## config.mk

```make
export PLATFORM = sky130hd
export DESIGN_NAME = jtdsp16_sio2
export DESIGN_NICKNAME = d
export VERILOG_FILES = /design/src/rtl/jtdsp16_sio2.sv
export SDC_FILE = /design/constraint.sdc
export NUM_CORES = 1
export LEC_CHECK = 0
export BUFFER_PORTS_ARGS = -buffer_cell sky130_fd_sc_hd__buf_2
export CORE_ASPECT_RATIO = 2
export CORE_UTILIZATION = 35
export DETAILED_ROUTE_END_ITERATION = 8
export GPL_TIMING_DRIVEN = 0
export PLACE_DENSITY = 0.57
export SYNTH_ARGS = -nofsm -noshare
export SYNTH_HDL_FRONTEND = slang
export SYNTH_SLANG_ARGS = --single-unit
export TNS_END_PERCENT = 1
```

## constraint.sdc

```tcl
create_clock -name clk -period 4.1 [get_ports clk]
set_input_delay 0.82 -clock clk [delete_from_list [all_inputs] [get_ports clk]]
set_output_delay 0.82 -clock clk [all_outputs]
set_load 0.05 [all_outputs]
```

## src/rtl/jtdsp16_sio2.sv

```systemverilog
// jtdsp16_sio2: DSP16 serial I/O unit, JTDSP16_SIO_SADD_EN adds the serial address shifter
module jtdsp16_sio2 #(
    parameter int DW     = 16,
    parameter int CLKDIV = 12,
    parameter int AW     = 8
) (
    input  logic          clk,
    input  logic          rst,
    input  logic          cen,
    output logic          ock,
    output logic          sio_do,
    output logic          old,
    output logic          ose,
    input  logic          ick,
    input  logic          ild,
    input  logic          sio_di,
    input  logic [DW-1:0] wr_data,
    input  logic          sio_wr,
    input  logic          sio_rd,
    input  logic [2:0]    r_field,
    output logic [DW-1:0] r_sio,
    output logic          obe,
    output logic          ibf,
    output logic          oovr,
    output logic          sadd
);
    localparam int HW = DW / 2;
    localparam int CW = $clog2(CLKDIV);
    localparam int BW = $clog2(DW + 1);

    logic [CW-1:0] clkdiv;
    logic [9:0]    sioc;
    logic [AW-1:0] srta;
    logic [DW-1:0] obuf, osr, isr, ibuf;
    logic [BW-1:0] ocnt, icnt;
    logic          ock_l, ick_l, first;
    logic          msb, wr_sioc, wr_srta, wr_sdx, rd_sdx, edge_o, edge_i;
    logic          xfer, last, reload, done, step, cap, pick;
    logic [BW-1:0] olen, ilen;
    logic [DW-1:0] ld, cur, nxt, nisr, capv;

    always_comb begin
        msb     = sioc[6];
        olen    = sioc[1] ? BW'(HW) : BW'(DW);
        ilen    = sioc[0] ? BW'(HW) : BW'(DW);
        wr_sioc = sio_wr && r_field == 3'd0;
        wr_srta = sio_wr && r_field == 3'd1;
        wr_sdx  = sio_wr && r_field == 3'd2;
        rd_sdx  = sio_rd && r_field == 3'd2;
        edge_o  = ock && !ock_l && !ose;
        xfer    = ose && !obe;
        last    = edge_o && !first && ocnt == '0;
        reload  = last && !obe;
        done    = last && obe;
        step    = edge_o && !first && !done;
        ld      = msb && sioc[1] ? {obuf[HW-1:0], {HW{1'b0}}} : obuf;
        cur     = reload ? ld : osr;
        pick    = msb ? cur[DW-1] : cur[0];
        nxt     = msb ? cur << 1 : cur >> 1;
        edge_i  = ick && !ick_l && !ild;
        nisr    = msb ? {isr[DW-2:0], sio_di} : {sio_di, isr[DW-1:1]};
        cap     = edge_i && icnt + BW'(1) == ilen;
        capv    = !sioc[0] ? nisr : msb ? {{HW{1'b0}}, nisr[HW-1:0]} : {{HW{1'b0}}, nisr[DW-1:HW]};
        r_sio   = r_field == 3'd0 ? DW'(sioc) : r_field == 3'd1 ? DW'(srta) : r_field == 3'd2 ? ibuf : '0;
    end

    always_ff @(posedge clk) begin
        if (rst) begin
            clkdiv <= '0;
            ock    <= 1'b0;
            ock_l  <= 1'b0;
            ick_l  <= 1'b0;
            sio_do <= 1'b0;
            old    <= 1'b1;
            ose    <= 1'b1;
            obe    <= 1'b1;
            ibf    <= 1'b0;
            oovr   <= 1'b0;
            first  <= 1'b0;
            sioc   <= '0;
            srta   <= '0;
            obuf   <= '0;
            osr    <= '0;
            isr    <= '0;
            ibuf   <= '0;
            ocnt   <= '0;
            icnt   <= '0;
        end else if (cen) begin
            clkdiv <= clkdiv == CW'(CLKDIV - 1) ? '0 : clkdiv + CW'(1);
            if (clkdiv == CW'(CLKDIV / 2 - 1)) ock <= !ose;
            if (clkdiv == CW'(CLKDIV - 1)) ock <= 1'b0;
            ock_l <= ock;
            ick_l <= ick;
            if (wr_sioc) begin
                sioc <= wr_data[9:0];
                oovr <= 1'b0;
            end
            if (wr_srta) srta <= wr_data[AW-1:0];
            if (xfer) begin
                osr   <= ld;
                ocnt  <= olen;
                obe   <= 1'b1;
                ose   <= 1'b0;
                first <= 1'b1;
            end
            if (edge_o && first) begin
                old   <= 1'b0;
                first <= 1'b0;
            end
            if (step) begin
                sio_do <= pick;
                osr    <= nxt;
                ocnt   <= (reload ? olen : ocnt) - BW'(1);
            end
            if (reload) obe <= 1'b1;
            if (done) begin
                ose <= 1'b1;
                old <= 1'b1;
            end
            if (wr_sdx) begin
                obuf <= wr_data;
                obe  <= 1'b0;
                if (!obe) oovr <= 1'b1;
            end
            if (ild) icnt <= '0;
            else if (edge_i) begin
                isr  <= nisr;
                icnt <= cap ? '0 : icnt + BW'(1);
            end
            if (rd_sdx) ibf <= 1'b0;
            if (cap) begin
                ibuf <= capv;
                ibf  <= 1'b1;
            end
        end
    end

`ifdef JTDSP16_SIO_SADD_EN
    logic [AW-1:0] asr, acur;
    logic          sadd_r;

    always_comb begin
        acur = reload ? srta : asr;
        sadd = sadd_r && !ose;
    end

    always_ff @(posedge clk) begin
        if (rst) begin
            asr    <= '0;
            sadd_r <= 1'b0;
        end else if (cen) begin
            if (xfer) begin
                asr    <= srta;
                sadd_r <= 1'b0;
            end
            if (step) begin
                sadd_r <= acur[AW-1];
                asr    <= {acur[AW-2:0], 1'b1};
            end
        end
    end
`else
    always_comb sadd = 1'b0;
`endif
endmodule
```

* After elaboration in Yosys (flattened, before gate mapping)
Cells that the tools add are included.
** Storage, ports and cells
- Flip-flop bits (word level) :: 106
- Input port bits :: 27
- Output and inout port bits :: 24
- Logic and storage cells :: 112
** Cells by class
- Add/subtract/negate cells :: 3
- Equality and inequality tests :: 5
- Mux-type cells :: 36
- Bitwise logic cells :: 1
- Reduce and logical (&&, ||, !) cells :: 48
** Operator list (count)
- $mux 16 :: 10
- $mux 5 :: 8
- $reduce_and 2->1 :: 13
- $logic_and 1x1->1 :: 17
- $mux 1 :: 16
- $reduce_bool 2->1 :: 7
- $mux 8 :: 1
- $logic_not 1->1 :: 7
- $add 5x1->5 const B :: 1
- $eq 5x5->1 :: 1
- $logic_not 5->1 :: 1
- $sub 5x1->5 const B :: 1
- $add 4x1->4 const B :: 1
- $eq 4x3->1 const B :: 1
- $eq 4x4->1 const B :: 1
- $mux 4 :: 1
- $eq 3x1->1 const B :: 1
- $eq 3x2->1 const B :: 1
- $logic_not 3->1 :: 1
- $reduce_and 3->1 :: 1
- $reduce_bool 3->1 :: 1
- $not 1->1 :: 1

* Longest topological paths before layout
- Depth after elaboration :: 10
- Depth in mapped cells :: 9

* Worst setup path before layout
No wires, ideal clock.
- Path kind :: input -> output
- From :: input r_field[1]
- To :: output r_sio[8]
- Data arrival time :: 2.456 ns
- Data required time :: 3.280 ns
- Path slack :: 0.824 ns
- Stages :: 3
- Path buffers :: 1
- Path through :: buf_1 mux2i_1 nor3_1
** On the way
- Cells in the longest elaborated chain, start to end :: 4
- Elaborated cells on any way between the ends :: 6
- Classes of those cells :: eq/ne (2); mux (3); reduce/logical (1)
** RTL lines
- start: declaration :: line 20 : input logic [2:0] r_field,
- $eq 3x2->1 :: line 64 : r_sio = r_field == 3'd0 ? DW'(sioc) : r_field == 3'd1 ? DW'(srta) : r_field == 3'd2 ? ibuf : '0;
- $mux 16 (2 in a row) :: line 64
- $mux 16 (*) :: line 64
- end: declaration :: line 21 : output logic [DW-1:0] r_sio,
Mark *: on every way between the ends. The rest lies on a longest branch, timed or not.

* Worst setup path after layout
- From :: input r_field[1]
- To :: output r_sio[11]
Same word-level chain as after synthesis.

==> flow_summary.toml <==
[run_status]
status = "finished clean"

[clock_tree]
cts_buffer_depth = 2
root_buffer = "clkbuf_16"
hold_buffers = 0
cts_setup_buffers = 0
cts_tree = "yes"
cts_buffers = 9
htree_levels = 3
cts_resized = 0
cts_sinks = 106
clk_latency_ps = 350
clk_pin_slew_ps = 70

[pwr]
clockPowerShare = 0.404
seqPwrFrac = 0.520
p_sw_mw = 0.520
internal_power_mw = 1.53
p_comb_frac = 0.076
peakVddDrop_uv = 220
power.leakage_nw = 2.16
swShare = 0.253
p_per_area_mw_per_mm2 = 328

[timing]
setup_viol = 0
hold_viol = 0
rsz0062_at_grt = "false"
fmaxAchievable_mhz = 305
worstMarginPinSlew_ps = 1250
period_share = 0.800
min_period_ps = 3280
max_slew_margin = 0.163
finalMaxSlewViolations = 0
setup_ws_ps = 819
tns_ps = 0
finalClockSkew_ps = 9.47

[drt]
ant_nets = 0
wirelength_um = 17900
dr.pass1.iters = 5
drt_iter0_markers = 267
drcViolationCount = 0
viasPerCell = 5.65
wl_per_cell_um = 19.4
dr_total_vias = 5207

[worst_setup_path]
regToRegSetupSlack_ps = 1450
r2r_cells = 6
crit_fanout = 9
end_kind = "primary output"
startpoint_type = "primary input"
cp.required_ps = 3280
worstSetupPathType = "in -> out"
cp.arrival_ps = 2460

[synth]
yosys_warnings = 0
ys_seq_area_frac = 0.387
syn_area_mm2 = 0.00549
synth_cell_types = 60
ys.flop_type = "dfxtp_1"
async_reset_ff_frac = 0
syn_nets = 692
ys_seq_elements = 106
syn_area_per_cell_um2 = 8.32
synthCells = 660
synth_edf_count = 0

[layout]
nNetsFinal = 750
area_delta_synth_final_pct = 13.9
final_core_util = 0.409
diodes = 0
drive_above_1_share = 0.130

[global_routing]
grt_pass1_vias = 5162
grt_util_met3 = 0.0199
grt_pass1_wl_um = 27800
top_usage_layer = "met2"
grt-ovfl-total = 0
grt_max_degree = 18
grtUsageMet2 = 0.447
met1_usage = 0.221
antenna_found_initial = 0
track_usage = 0.223

[floorplanning]
core_area_mm2 = 0.0153
die_h_um = 179
initial_utilization = 0.359
ios = 51
dieWidth_um = 90.6
die-area_mm2 = 0.0162
row_count = 64

[placed_design]
dp_slack_ps = 665
dp_hpwl_um = 13800
port_buffers = 47
place_congestion = 0.901

[worst_hold_path]
hold_class = "reg -> reg"
hold_path_depth = 2

[flow_run]
drv_cap = 0
-- worst max-delay path: stages --
cell and delay [ps]:
buf_2 130, nor3b_1 1000, and2_1 250, buf_2 260
-- power groups by stage --
stage	registers (mW)	clock network, mW	logic [mW]
finish	1.07	0.829	0.157
global placement	1.09	0	0.154
floorplan	1.08	0	0.0970
global route	1.07	0.884	0.171
detailed placement	1.09	0	0.156
CTS	1.07	0.845	0.157
-- metrics by stage --
step / std cells / power [mW] / hold WS, ps / instance area [µm²]
floorplan: 660 / 1.18 / 436 / 5490
global placement: 905 / 1.24 / 442 / 5970
detailed placement: 905 / 1.25 / 448 / 5970
CTS: 921 / 2.07 / 459 / 6250
global route: 921 / 2.12 / 472 / 6250
finish: 921 / 2.05 / 454 / 6250
-- logic make-up (layout without fill, tap and decap cells) --
group	after synthesis	count (layout)	synth area share
AND/OR/NAND/NOR	242	242	0.212
AO/OA/AOI/OAI	180	180	0.223
flip-flops	106	106	0.387
buffers and inverters	64	127	0.0497
multiplexers	58	58	0.109
adder cells (fa/ha/maj)	5	5	0.0114
XOR/XNOR	4	4	0.00775
other	1	1	0.000683
-- state kept, by name, indices dropped and copies added (netlist names) --
signal and cells:
obe 1, sioc 10, osr 16, obuf 16
clkdiv 4, oovr 1, isr 16, old 1
icnt 5, ick_l 1, sio_do 1, ock 1
ock_l 1, srta 8, ibuf 16, ose 1
ocnt 5, first 1, ibf 1
-- cells in the mapped netlist, types with 4 or more instances --
| cell | count | share of area |
|---|---|---|
| o2bb2ai_1 | 7 | 0.011 |
| nor2_1 | 84 | 0.057 |
| mux2i_1 | 54 | 0.098 |
| nand4b_1 | 16 | 0.026 |
| inv_1 | 7 | 0.0048 |
| buf_2 | 5 | 0.0046 |
| a22oi_1 | 7 | 0.0096 |
| a21oi_1 | 59 | 0.054 |
| nor3_1 | 9 | 0.0082 |
| o31ai_2 | 9 | 0.021 |
| dfxtp_1 | 106 | 0.39 |
| nand2_1 | 78 | 0.053 |
| nor3b_1 | 4 | 0.0055 |
| clkbuf_1 | 39 | 0.027 |
| nand2b_1 | 5 | 0.0057 |
| a222oi_1 | 7 | 0.013 |
| nand3_1 | 15 | 0.014 |
| buf_1 | 8 | 0.0055 |
| o21ai_0 | 27 | 0.025 |
| ha_1 | 5 | 0.011 |
| a211oi_1 | 32 | 0.044 |
| and2_1 | 8 | 0.0091 |
| a311oi_1 | 4 | 0.0064 |
| o31ai_1 | 7 | 0.0096 |
-- routing by layer --
metal / wire length [µm] / part of all wire / up-vias
li1: - / - / 2502
met5: 0 / 0 / -
met4: 703 / 0.039 / 0
met3: 563 / 0.032 / 43
met1: 6470 / 0.36 / 2506
met2: 10100 / 0.57 / 156
-- placed cells by master, fill, tap and decap left out, drive strengths merged, types with 3 or more instances in the layout --
cell	n
or4b	3
a21o	3
nand4b	16
xnor2	3
o2bb2ai	7
nor3	9
nand3	17
a31oi	3
mux2	3
a22oi	7
o31ai	16
nor4	3
buf	64
mux2i	54
a32o	3
o21ai	28
clkbuf	51
nor2	84
and2	9
a211oi	32
inv	9
a311oi	4
or2	3
a222oi	7
nor3b	5
nand2	78
a21oi	59
nand2b	5
ha	5
dfxtp	106
-- final timing paths --
path                             endpoint  startpoint
worst max-delay path            r_sio[11]  r_field[1]
worst min-delay path              srta[3]     srta[3]
worst max register to register     osr[5]     ocnt[0]
worst min register to register    srta[3]     srta[3]
-- layout make-up --
type                            count  area, µm²
Buffer                             56        243
Tap cell                          198        248
Clock buffer                       12        246
Inverter                            8       30.0
Fill cell                        1551       9040
Clock inverter                      4       33.8
Timing Repair Buffer               47        235
Multi-Input combinational cell    490       3090
Sequential cell                   106       2120
Power figures use the tool's default switching activity.
